<file path="src/rtl/cbs_mc.sv">
// rtl/cbs_mc.sv - multicycle core (FETCH/EXEC/MEM) with opd_32 decode, alu and cmp blocks
// Optional performance counters are built only when CBS_MC_PERF_EN is defined.

module opd_32 (
    input  logic [31:0] instr,
    output logic [3:0]  rc,
    output logic [3:0]  ra,
    output logic [3:0]  rb,
    output logic [15:0] imm,
    output logic [2:0]  alu_op,
    output logic [1:0]  cmp_op,
    output logic        use_imm,
    output logic        is_write,
    output logic        is_load,
    output logic        is_store,
    output logic        is_cmp
);
    // op[31:28] rc[27:24] ra[23:20] rb[19:16] imm[15:0]
    assign rc  = instr[27:24];
    assign ra  = instr[23:20];
    assign rb  = instr[19:16];
    assign imm = instr[15:0];

    always_comb begin
        alu_op   = 3'd0;
        cmp_op   = 2'd0;
        use_imm  = 1'b0;
        is_write = 1'b0;
        is_load  = 1'b0;
        is_store = 1'b0;
        is_cmp   = 1'b0;
        case (instr[31:28])
            4'd1:    begin alu_op = 3'd0; is_write = 1'b1; end
            4'd2:    begin alu_op = 3'd1; is_write = 1'b1; end
            4'd3:    begin alu_op = 3'd2; is_write = 1'b1; end
            4'd4:    begin alu_op = 3'd3; is_write = 1'b1; end
            4'd5:    begin alu_op = 3'd4; is_write = 1'b1; end
            4'd6:    begin use_imm = 1'b1; is_write = 1'b1; end
            4'd7:    begin use_imm = 1'b1; is_load = 1'b1; end
            4'd8:    begin use_imm = 1'b1; is_store = 1'b1; end
            4'd9:    begin cmp_op = 2'd0; is_cmp = 1'b1; end
            4'd10:   begin cmp_op = 2'd1; is_cmp = 1'b1; end
            4'd11:   begin cmp_op = 2'd2; is_cmp = 1'b1; end
            default: ;
        endcase
    end
endmodule

module alu #(
    parameter int W = 32
) (
    input  logic [2:0]   op,
    input  logic [W-1:0] a,
    input  logic [W-1:0] b,
    output logic [W-1:0] y
);
    always_comb begin
        case (op)
            3'd1:    y = a - b;
            3'd2:    y = a & b;
            3'd3:    y = a | b;
            3'd4:    y = a ^ b;
            default: y = a + b;
        endcase
    end
endmodule

module cmp #(
    parameter int W = 32
) (
    input  logic [1:0]   op,
    input  logic [W-1:0] a,
    input  logic [W-1:0] b,
    output logic         taken
);
    always_comb begin
        case (op)
            2'd0:    taken = (a == b);
            2'd1:    taken = (a != b);
            2'd2:    taken = ($signed(a) < $signed(b));
            default: taken = 1'b0;
        endcase
    end
endmodule

module cbs_mc #(
    parameter int NUM_REG   = 8,
    parameter int REG_WIDTH = 32,
    parameter int NUM_INSTR = 16,
    parameter int NUM_MEM   = 16,
    localparam int INSTR_SELECT = $clog2(NUM_INSTR),
    localparam int MEM_SELECT   = $clog2(NUM_MEM)
) (
    input  logic                           clk,
    input  logic                           rst,
    input  logic                           i_run,
    input  logic [NUM_INSTR*REG_WIDTH-1:0] i_instructions,
    output logic                           o_mem_req,
    output logic                           o_mem_we,
    output logic [MEM_SELECT-1:0]          o_mem_addr,
    output logic [REG_WIDTH-1:0]           o_mem_wdata,
    input  logic                           i_mem_ack,
    input  logic [REG_WIDTH-1:0]           i_mem_rdata,
    output logic                           o_retire,
    output logic [INSTR_SELECT-1:0]        o_pc,
    output logic [31:0]                    o_cycle_count,
    output logic [31:0]                    o_retired_count
);
    localparam int RSEL = $clog2(NUM_REG);

    typedef enum logic [1:0] {FETCH, EXEC, MEM} state_t;

    state_t                  state;
    logic [INSTR_SELECT-1:0] pc;
    logic [REG_WIDTH-1:0]    ir;
    logic [REG_WIDTH-1:0]    regs [NUM_REG];
    logic                    mem_req;
    logic                    mem_we;
    logic [MEM_SELECT-1:0]   mem_addr;
    logic [REG_WIDTH-1:0]    mem_wdata;
    logic                    retire;

    logic [3:0]  rc, ra, rb;
    logic [15:0] imm;
    logic [2:0]  alu_op;
    logic [1:0]  cmp_op;
    logic        use_imm, is_write, is_load, is_store, is_cmp;
    logic        cmp_taken;

    logic [REG_WIDTH-1:0]    fetch_word;
    logic [REG_WIDTH-1:0]    reg_a_val, reg_b_val, op_b, alu_y;
    logic [INSTR_SELECT-1:0] next_pc;
    logic [RSEL-1:0]         rc_i;

    opd_32 u_opd (
        .instr(ir[31:0]), .rc(rc), .ra(ra), .rb(rb), .imm(imm),
        .alu_op(alu_op), .cmp_op(cmp_op), .use_imm(use_imm),
        .is_write(is_write), .is_load(is_load), .is_store(is_store), .is_cmp(is_cmp)
    );

    assign fetch_word = i_instructions[32'(pc) * REG_WIDTH +: REG_WIDTH];
    assign reg_a_val  = regs[ra[RSEL-1:0]];
    assign reg_b_val  = regs[rb[RSEL-1:0]];
    assign rc_i       = rc[RSEL-1:0];
    assign op_b       = use_imm ? {{(REG_WIDTH-16){imm[15]}}, imm} : reg_b_val;

    alu #(.W(REG_WIDTH)) u_alu (.op(alu_op), .a(reg_a_val), .b(op_b), .y(alu_y));
    cmp #(.W(REG_WIDTH)) u_cmp (.op(cmp_op), .a(reg_a_val), .b(reg_b_val), .taken(cmp_taken));

    // Branch offset is truncated to the PC width so the target wraps modulo NUM_INSTR.
    assign next_pc = (is_cmp && cmp_taken) ? pc + imm[INSTR_SELECT-1:0] : pc + INSTR_SELECT'(1);

    // Register-index fields wider than the register file are simply ignored.
    logic unused_ok;
    assign unused_ok = ^{rc, ra, rb, ir};

    always_ff @(posedge clk) begin
        if (rst) begin
            state     <= FETCH;
            pc        <= '0;
            ir        <= '0;
            mem_req   <= 1'b0;
            mem_we    <= 1'b0;
            mem_addr  <= '0;
            mem_wdata <= '0;
            retire    <= 1'b0;
            for (int i = 0; i < NUM_REG; i++) regs[i] <= '0;
        end else begin
            retire <= 1'b0;
            case (state)
                FETCH: begin
                    if (i_run) begin
                        ir    <= fetch_word;
                        state <= EXEC;
                    end
                end
                EXEC: begin
                    if (is_load || is_store) begin
                        mem_req   <= 1'b1;
                        mem_we    <= is_store;
                        mem_addr  <= alu_y[MEM_SELECT-1:0];
                        mem_wdata <= reg_b_val;
                        state     <= MEM;
                    end else begin
                        if (is_write) regs[rc_i] <= alu_y;
                        pc     <= next_pc;
                        retire <= 1'b1;
                        state  <= FETCH;
                    end
                end
                MEM: begin
                    if (i_mem_ack) begin
                        if (is_load) regs[rc_i] <= i_mem_rdata;
                        pc      <= pc + INSTR_SELECT'(1);
                        retire  <= 1'b1;
                        mem_req <= 1'b0;
                        mem_we  <= 1'b0;
                        state   <= FETCH;
                    end
                end
                default: state <= FETCH;
            endcase
        end
    end

    assign o_mem_req   = mem_req;
    assign o_mem_we    = mem_we;
    assign o_mem_addr  = mem_addr;
    assign o_mem_wdata = mem_wdata;
    assign o_retire    = retire;
    assign o_pc        = pc;

`ifdef CBS_MC_PERF_EN
    logic [31:0] cycle_count;
    logic [31:0] retired_count;
    logic        retire_now;

    // Counted on the edge that raises o_retire so the count tracks the pulse exactly.
    assign retire_now = ((state == EXEC) && !(is_load || is_store)) || ((state == MEM) && i_mem_ack);

    always_ff @(posedge clk) begin
        if (rst) begin
            cycle_count   <= '0;
            retired_count <= '0;
        end else begin
            if (i_run || state != FETCH) cycle_count <= cycle_count + 32'd1;
            if (retire_now) retired_count <= retired_count + 32'd1;
        end
    end

    assign o_cycle_count   = cycle_count;
    assign o_retired_count = retired_count;
`else
    assign o_cycle_count   = '0;
    assign o_retired_count = '0;
`endif

endmodule

</file>
<file path="config.mk">
export PLATFORM = sky130hd
export DESIGN_NAME = cbs_mc
export DESIGN_NICKNAME = d
export VERILOG_FILES = /design/src/rtl/cbs_mc.sv
export SDC_FILE = /design/constraint.sdc
export NUM_CORES = 1
export LEC_CHECK = 0
export CORE_AREA = 3 3 255 257
export CTS_BUF_LIST = sky130_fd_sc_hd__clkbuf_4 sky130_fd_sc_hd__clkbuf_8 sky130_fd_sc_hd__clkbuf_16
export DETAILED_ROUTE_END_ITERATION = 16
export DIE_AREA = 0 0 258 260
export PLACE_DENSITY = 0.68
export SLEW_MARGIN = 40
export SYNTH_ARGS = -nofsm -noshare
export SYNTH_HDL_FRONTEND = slang
export SYNTH_SLANG_ARGS = --single-unit
</file>
<file path="constraint.sdc">
create_clock -name clk -period 5.8 [get_ports clk]
set_input_delay 1.16 -clock clk [delete_from_list [all_inputs] [get_ports clk]]
set_output_delay 1.16 -clock clk [all_outputs]
set_load 0.01 [all_outputs]
</file>
# Yosys cells after proc, flatten, opt, wreduce, memory -nomap -nowiden

Memories as Yosys holds them, arrays and structs flattened. A register that Yosys moved wholly into a read port is not among the register bits.
Index checks and enable logic that the tools add are counted.

Word-level logic and storage cells: 104
Memory bits (writable): 256
Memories kept: 1
Input bits: 548
Register bits: 77
Output and inout port bits: 107

Mux-type cells: 46
Equal/unequal tests: 25
Bitwise gates (word level): 4
Add/subtract/negate cells: 4
Reduce and logical (&&, ||, !) cells: 14
Order comparisons: 1
Shift-type cells: 1

Memory list:

| memory | depth | width | rd ports | clocked after memory_dff | write ports | RTL line | text |
|---|---|---|---|---|---|---|---|
| regs   | 8     | 32    | 2        | 2                        | 8           | 116      | `logic [REG_WIDTH-1:0] regs [NUM_REG];` |

Operator list:

| cell                                                | number |
|---|---|
| variable part select 512 x 10 -> 32 bit             | 1 |
| case mux 32 bit (4 select lines)                    | 1 |
| two-way mux 32 bit                                  | 3 |
| adder 32 bit                                        | 1 |
| bitwise AND 32 bit                                  | 1 |
| equality test 32 bit                                | 1 |
| less-than comparator 32 bit                         | 1 |
| inequality test 32 bit                              | 1 |
| bitwise OR 32 bit                                   | 1 |
| OR reduction 32 bit                                 | 1 |
| subtractor 32 bit                                   | 1 |
| XOR 32 bit                                          | 1 |
| two-way mux 1 bit                                   | 23 |
| equality test 4 x 3 -> 1 bit, second input constant | 4 |
| equality test 4 bit, second input constant          | 4 |
| two-way mux 3 bit                                   | 5 |
| two-way mux 4 bit                                   | 3 |
| case mux 3 bit (4 select lines)                     | 1 |
| equality test 4 x 2 -> 1 bit, second input constant | 2 |
| inequality test 2 bit, second input constant        | 4 |
| case mux 4 bit (2 select lines)                     | 1 |
| equality test 3 x 2 -> 1 bit, second input constant | 2 |
| two-way mux 2 bit                                   | 3 |
| case mux 1 bit (2 select lines)                     | 3 |
| 19 further kinds                                    | 26 |

# Longest topological paths before layout

Depth in word-level cells: 11
Mapped depth: 26
Depth with buffers taken out: 22

# Cells and area by module

A second synthesis with hierarchy kept.

Cells, all modules: 2,532
Area, all modules: 26,380.3 µm²

By module, submodules not included:

| module | times used | seq. area each (µm²) | area each (µm²) | cells an instance |
|---|---|---|---|---|
| cbs_mc | 1          | 9,228.9              | 20,846.2        | 1,728 |
| alu    | 1          | 0.0                  | 4,299.1         | 636 |
| cmp    | 1          | 0.0                  | 889.6           | 119 |
| opd_32 | 1          | 0.0                  | 345.3           | 49 |

# Worst setup path after synthesis

OpenSTA, ideal clock, no wires.

Path kind: reg2reg
Start point: register ir[31]
End point: memory regs[0][23], data pin
Path slack: 0.502 ns
Library setup time: 0.278 ns
Cell stages (with the launch flop): 25
Data required time: 5.522 ns
Period minus slack after synthesis: 5.298 ns
Data arrival time: 5.020 ns
Buffers on the path: 4
Path through: dfxtp_1 > buf_2 > or4b_1 > buf_2 > nand2_1 > clkbuf_1 > nand2_1 > a21boi_0 > ha_1 > and3_1 > buf_2 > nor2b_1 > a21oi_1 > xnor2_1 > ha_1 > a21o_1 > nor3_1 > o21ai_0 > a221o_1 > or2_2 > a21o_1 > a21oi_1 > nor4_1 > nor3_1 > nor2_1

RTL lines:

| element                | RTL line | text |
|---|---|---|
| from (decl)            | 115      | `logic [REG_WIDTH-1:0] ir;` |
| from (signal assigned) | 173      | `ir <= fetch_word;` |
| to (decl)              | 116      |  |

==> results.md <==
| Step | Result | Reported |
|:---|:---|:---|
| worst setup path | Sequence of cells on the critical path | buf_4 > buf_4 > buf_6 > mux4_2 > mux2i_1 > buf_4 > a21oi_2 > a21oi_1 > buf_4 > nor4b_2 > buf_4 > and2_1 > nor2_1 > xnor2_1 > ha_1 > a21o_1 > a21o_1 > a21oi_1 > a21boi_0 > or3_1 > nand3_1 > o2bb2ai_1 > buf_4 > nor2_1 |
| finish | Number of nets at the end of the flow | 3604 |
| global route | Number of global-route vias before repair | 22500 |
| logic synthesis | Number of flops mapped to enable cells by yosys | 256 |
| clock network | Number of buffers inserted by post-CTS setup repair | 0 |
| timing | Worst-margin pin slew | 0.779 ns |
| worst setup path | Maximum fanout along the worst path | 13 |
| logic synthesis | Mean area per synthesized cell | 11.2 µm² |
| timing | Clock Skew | 0.0260 ns |
| global route | Global-route wire length before repair | 158 mm |
| drt | Routed wire per std cell | 29.1 µm |
| timing | Shortest period the worst path allows | 5.49 ns |
| finish | Final non-filler cell area | 34100 µm² |
| die | Initial Utilization | 40.3% |
| worst setup path | Count of cells along the worst register-to-register path | 24 |
| logic synthesis | Main combinational cell family by area after synthesis | multiplexers |
| worst setup path | Worst path most repeated cell | sky130_fd_sc_hd__buf_4 |
| logic synthesis | Count of yosys warnings during synthesis | 0 |
| placed design | Number of cells after detailed placement | 3728 |
| outcome | Outcome | complete, no violations |
| logic synthesis | Number of cells produced by synthesis | 2261 |
| drt | Detail-routed via count per cell | 5.91 |
| timing | Tcrit/Tclk final | 94.7% |
| clock network | Maximum level of the CTS H-tree | 2 |
| die | Top Ports | 655 |
| logic synthesis | Most used standard cells in the synthesized netlist | 324 x sky130_fd_sc_hd__nor2_1, 256 x sky130_fd_sc_hd__edfxtp_1, 238 x sky130_fd_sc_hd__mux4_2 |
| logic synthesis | Basic-gate share of the synthesized area counting and, or, nand and nor cells | 11.3% |
| placed design | Sum of net half-perimeters after detailed placement | 86.8 mm |
| worst setup path | Data arrival time at the worst-slack endpoint | 5.79 ns |
| drt | Routed met2 length | 52.9 mm |
| drt | Number of nets with antenna violations after routing | 0 |
| drt | WL final | 111 mm |
| finish | Share of post-route cells with drive strength above 1 | 21.5% |
| drt | # DRC | 0 |
| drt | Number of iterations in the first detailed-routing pass | 5 |
| logic synthesis | Multiplexer fraction of the synthesized cell area | 26.4% |
| global route | Maximum number of pins on one net before global-route repair | 122 |
| drt | Total met3 wirelength after detailed routing | 11.4 mm |
| finish | Growth of design area from synthesis to finish | 34.4% |
| timing | Final hold violation count | 0 |
| drt | Wire length on met1 | 41.8 mm |
| worst setup path | Highest-delay cell along the critical path | sky130_fd_sc_hd__mux4_2 |
| worst setup path | Setup crit end kind | flip-flop |
| timing | Max frequency | 182 MHz |
| logic synthesis | Post-synthesis sequential area ratio | 36.6% |
| hold path | Min-Delay Path Depth | 2 |
| clock network | CTS Root Buffer Type | sky130_fd_sc_hd__clkbuf_16 |
| worst setup path | Worst Setup Start Kind | flip-flop |
| placed design | Setup WS pre-CTS | 0.154 ns |
| die | Die Span X | 258 µm |
| logic synthesis | Cell variety after synth | 94 |
| clock network | Clock tree from TritonCTS | done |
| logic synthesis | Compound-gate portion of the synthesized area | 10.9% |
| logic synthesis | Prevailing post-synth register cell | sky130_fd_sc_hd__edfxtp_1 |
| hold path | Type of the worst min-delay path | reg2reg |
| clock network | Clock Pin Slew Worst Setup and Hold Paths | 0.06 ns |
| global route | Total track usage | 32.3% |
| clock network | Total clock buffers created by CTS | 36 |
| placed design | GPL Wtd Cong | 0.961 |
| job | # Max-Cap Violations | 0 |
| clock network | Number of sinks driven by the clock tree | 336 |
| worst setup path | Crit Path Class | reg2reg |
| global route | Number of antenna violations at the first check in global routing | 28 |
| timing | Setup repair after global routing missed its margin | no |
| logic synthesis | Most numerous cell in the Yosys netlist | sky130_fd_sc_hd__nor2_1 |
| drt | Starting DRC count in detailed routing | 2300 |
| clock network | Buffers from clock root to sink, at most | 3 |
| clock network | Number of buffers inserted for hold repair after clock tree synthesis | 0 |
| logic synthesis | Register bit total from synthesis | 336 |
| pwr | Power Density | 289 nW/µm² |
| timing | Min setup slack post-route | 0.309 ns |
| placed design | Buffers on Ports | 542 |
| timing | Number of max-slew violations in the final report | 0 |
| die | Number of standard-cell rows in the floorplan | 92 |
| pwr | Worst VDD drop | 201 µV |
| placed design | Cell area after placement | 32800 µm² |
| pwr | Design Power | 9850 µW |
| timing | Relative slew slack | 48.0% |
| die | Placeable core area | 63000 µm² |
| drt | Top sig layer | met5 |
| pwr | Leakage power | 0.0128 µW |
| logic synthesis | Area share of the leading cell type in the synthesized netlist | 30.3% |
| finish | Final cell count without fillers | 3807 |
| logic synthesis | Post-Synth XOR/XNOR Area | 1.85% |
| logic synthesis | Adder-Cell Fraction of Synth Area | 6.77% |
| logic synthesis | Top cells by area, synth | sky130_fd_sc_hd__edfxtp_1 30%, sky130_fd_sc_hd__mux4_2 21%, sky130_fd_sc_hd__ha_1 6.6%, sky130_fd_sc_hd__dfxtp_1 6.3%, sky130_fd_sc_hd__nor2_1 4.8% |
| logic synthesis | Post-Synthesis Cell Area | 25400 µm² |
| global route | Global route total overflow | 0 |
| drt | Number of vias after detailed routing | 22500 |
| worst setup path | Max incr delay on CP | 0.52 ns |
| die | Floorplan die area | 67100 µm² |
| timing | Setup violation total in the final timing report | 0 |
| worst setup path | Required time at the worst-slack endpoint | 6.10 ns |
| timing | Final-layout setup total negative slack | 0 ns |
| die | Die H | 260 µm |
| logic synthesis | Async S/R FF share, synth | 0% |
| clock network | Clock insertion delay at the later pin of the skew report | 0.57 ns |
| clock network | Post-cts repair resize count | 0 |
| logic synthesis | Cell accounting for the most synthesized area | sky130_fd_sc_hd__edfxtp_1 |
==> worst max-delay path: cells and delay by family (launching register included) <==
family                   cells  cell delay, ns
multiplexers                 2            0.74
AND/OR/NAND/NOR              6            0.99
XOR/XNOR                     1            0.16
AO/OA/AOI/OAI                7            1.19
buffers and inverters        7            1.29
flip-flops                   1            0.42
adder cells (fa/ha/maj)      1            0.40
==> logic make-up (layout without fill, tap and decap cells) <==
logic type,Yosys count,in the layout
other cells,1,77
compound gates,419,419
buf+inv,316,940
fa+ha+maj,136,136
simple gates,638,638
mux,363,363
flops,336,336
xor+xnor,52,52
==> through the flow <==
step	hold slack, ns	utilization, %
2_1_floorplan	0.432	-
3_3_place_gp	0.436	52.0
3_5_place_dp	0.444	52.0
4_1_cts	0.452	54.0
5_1_grt	0.480	54.1
6_report	0.450	54.1
==> report_power, final <==
group,switching (µW),total [µW],internal (µW)
clock,1000,2420,1420
sequential,94.1,2780,2690
combinational,2590,4640,2060
==> registers in the layout, summed over array words and instances, names as in the netlist, named ones only <==
signal and cells:
state 2, ir 29, regs 256, o_mem_we 1, o_mem_addr 4, o_mem_wdata 32
o_pc 4, o_retire 1, o_mem_req 1
==> layout make-up <==
cell class              instances  area [µm²]
clock inverters                19         235
inverters                      99         372
well taps                     846        1060
flip-flops and latches        336        9320
repair buffers                775        7280
fillers                      5357       28900
diodes                         13        32.5
clock buffers                  47        1010
multi-input cells            1672       14800
==> final timing paths <==
check	start	to	slack [ns]
worst max-delay path	flip-flop	regs[7][27]	0.31
worst min-delay path	ir[17]	flip-flop	0.45
worst max register to register	flip-flop	regs[7][27]	0.31
worst min register to register	ir[17]	flip-flop	0.45
==> cell usage in the layout, fill, tap and decap left out, types with 64 or more instances in the layout <==
cell type / count
sky130_fd_sc_hd__a21oi_1: 129
sky130_fd_sc_hd__buf_4: 223
sky130_fd_sc_hd__clkdlybuf4s50_1: 541
sky130_fd_sc_hd__conb_1: 64
sky130_fd_sc_hd__dfxtp_1: 70
sky130_fd_sc_hd__edfxtp_1: 256
sky130_fd_sc_hd__ha_1: 134
sky130_fd_sc_hd__inv_1: 92
sky130_fd_sc_hd__mux2i_1: 95
sky130_fd_sc_hd__mux4_2: 238
sky130_fd_sc_hd__nand2_1: 143
sky130_fd_sc_hd__nor2_1: 324
==> layer usage <==
| layer | GRT usage [%] | vias up |
|---|---|---|
| met5 | 0 | - |
| met4 | 11.3 | 18 |
| met3 | 8.54 | 173 |
| met2 | 53.9 | 1272 |
| met1 | 40.6 | 11300 |
| li1 | - | 9765 |
Note: power is estimated with default switching activity, not from simulation.
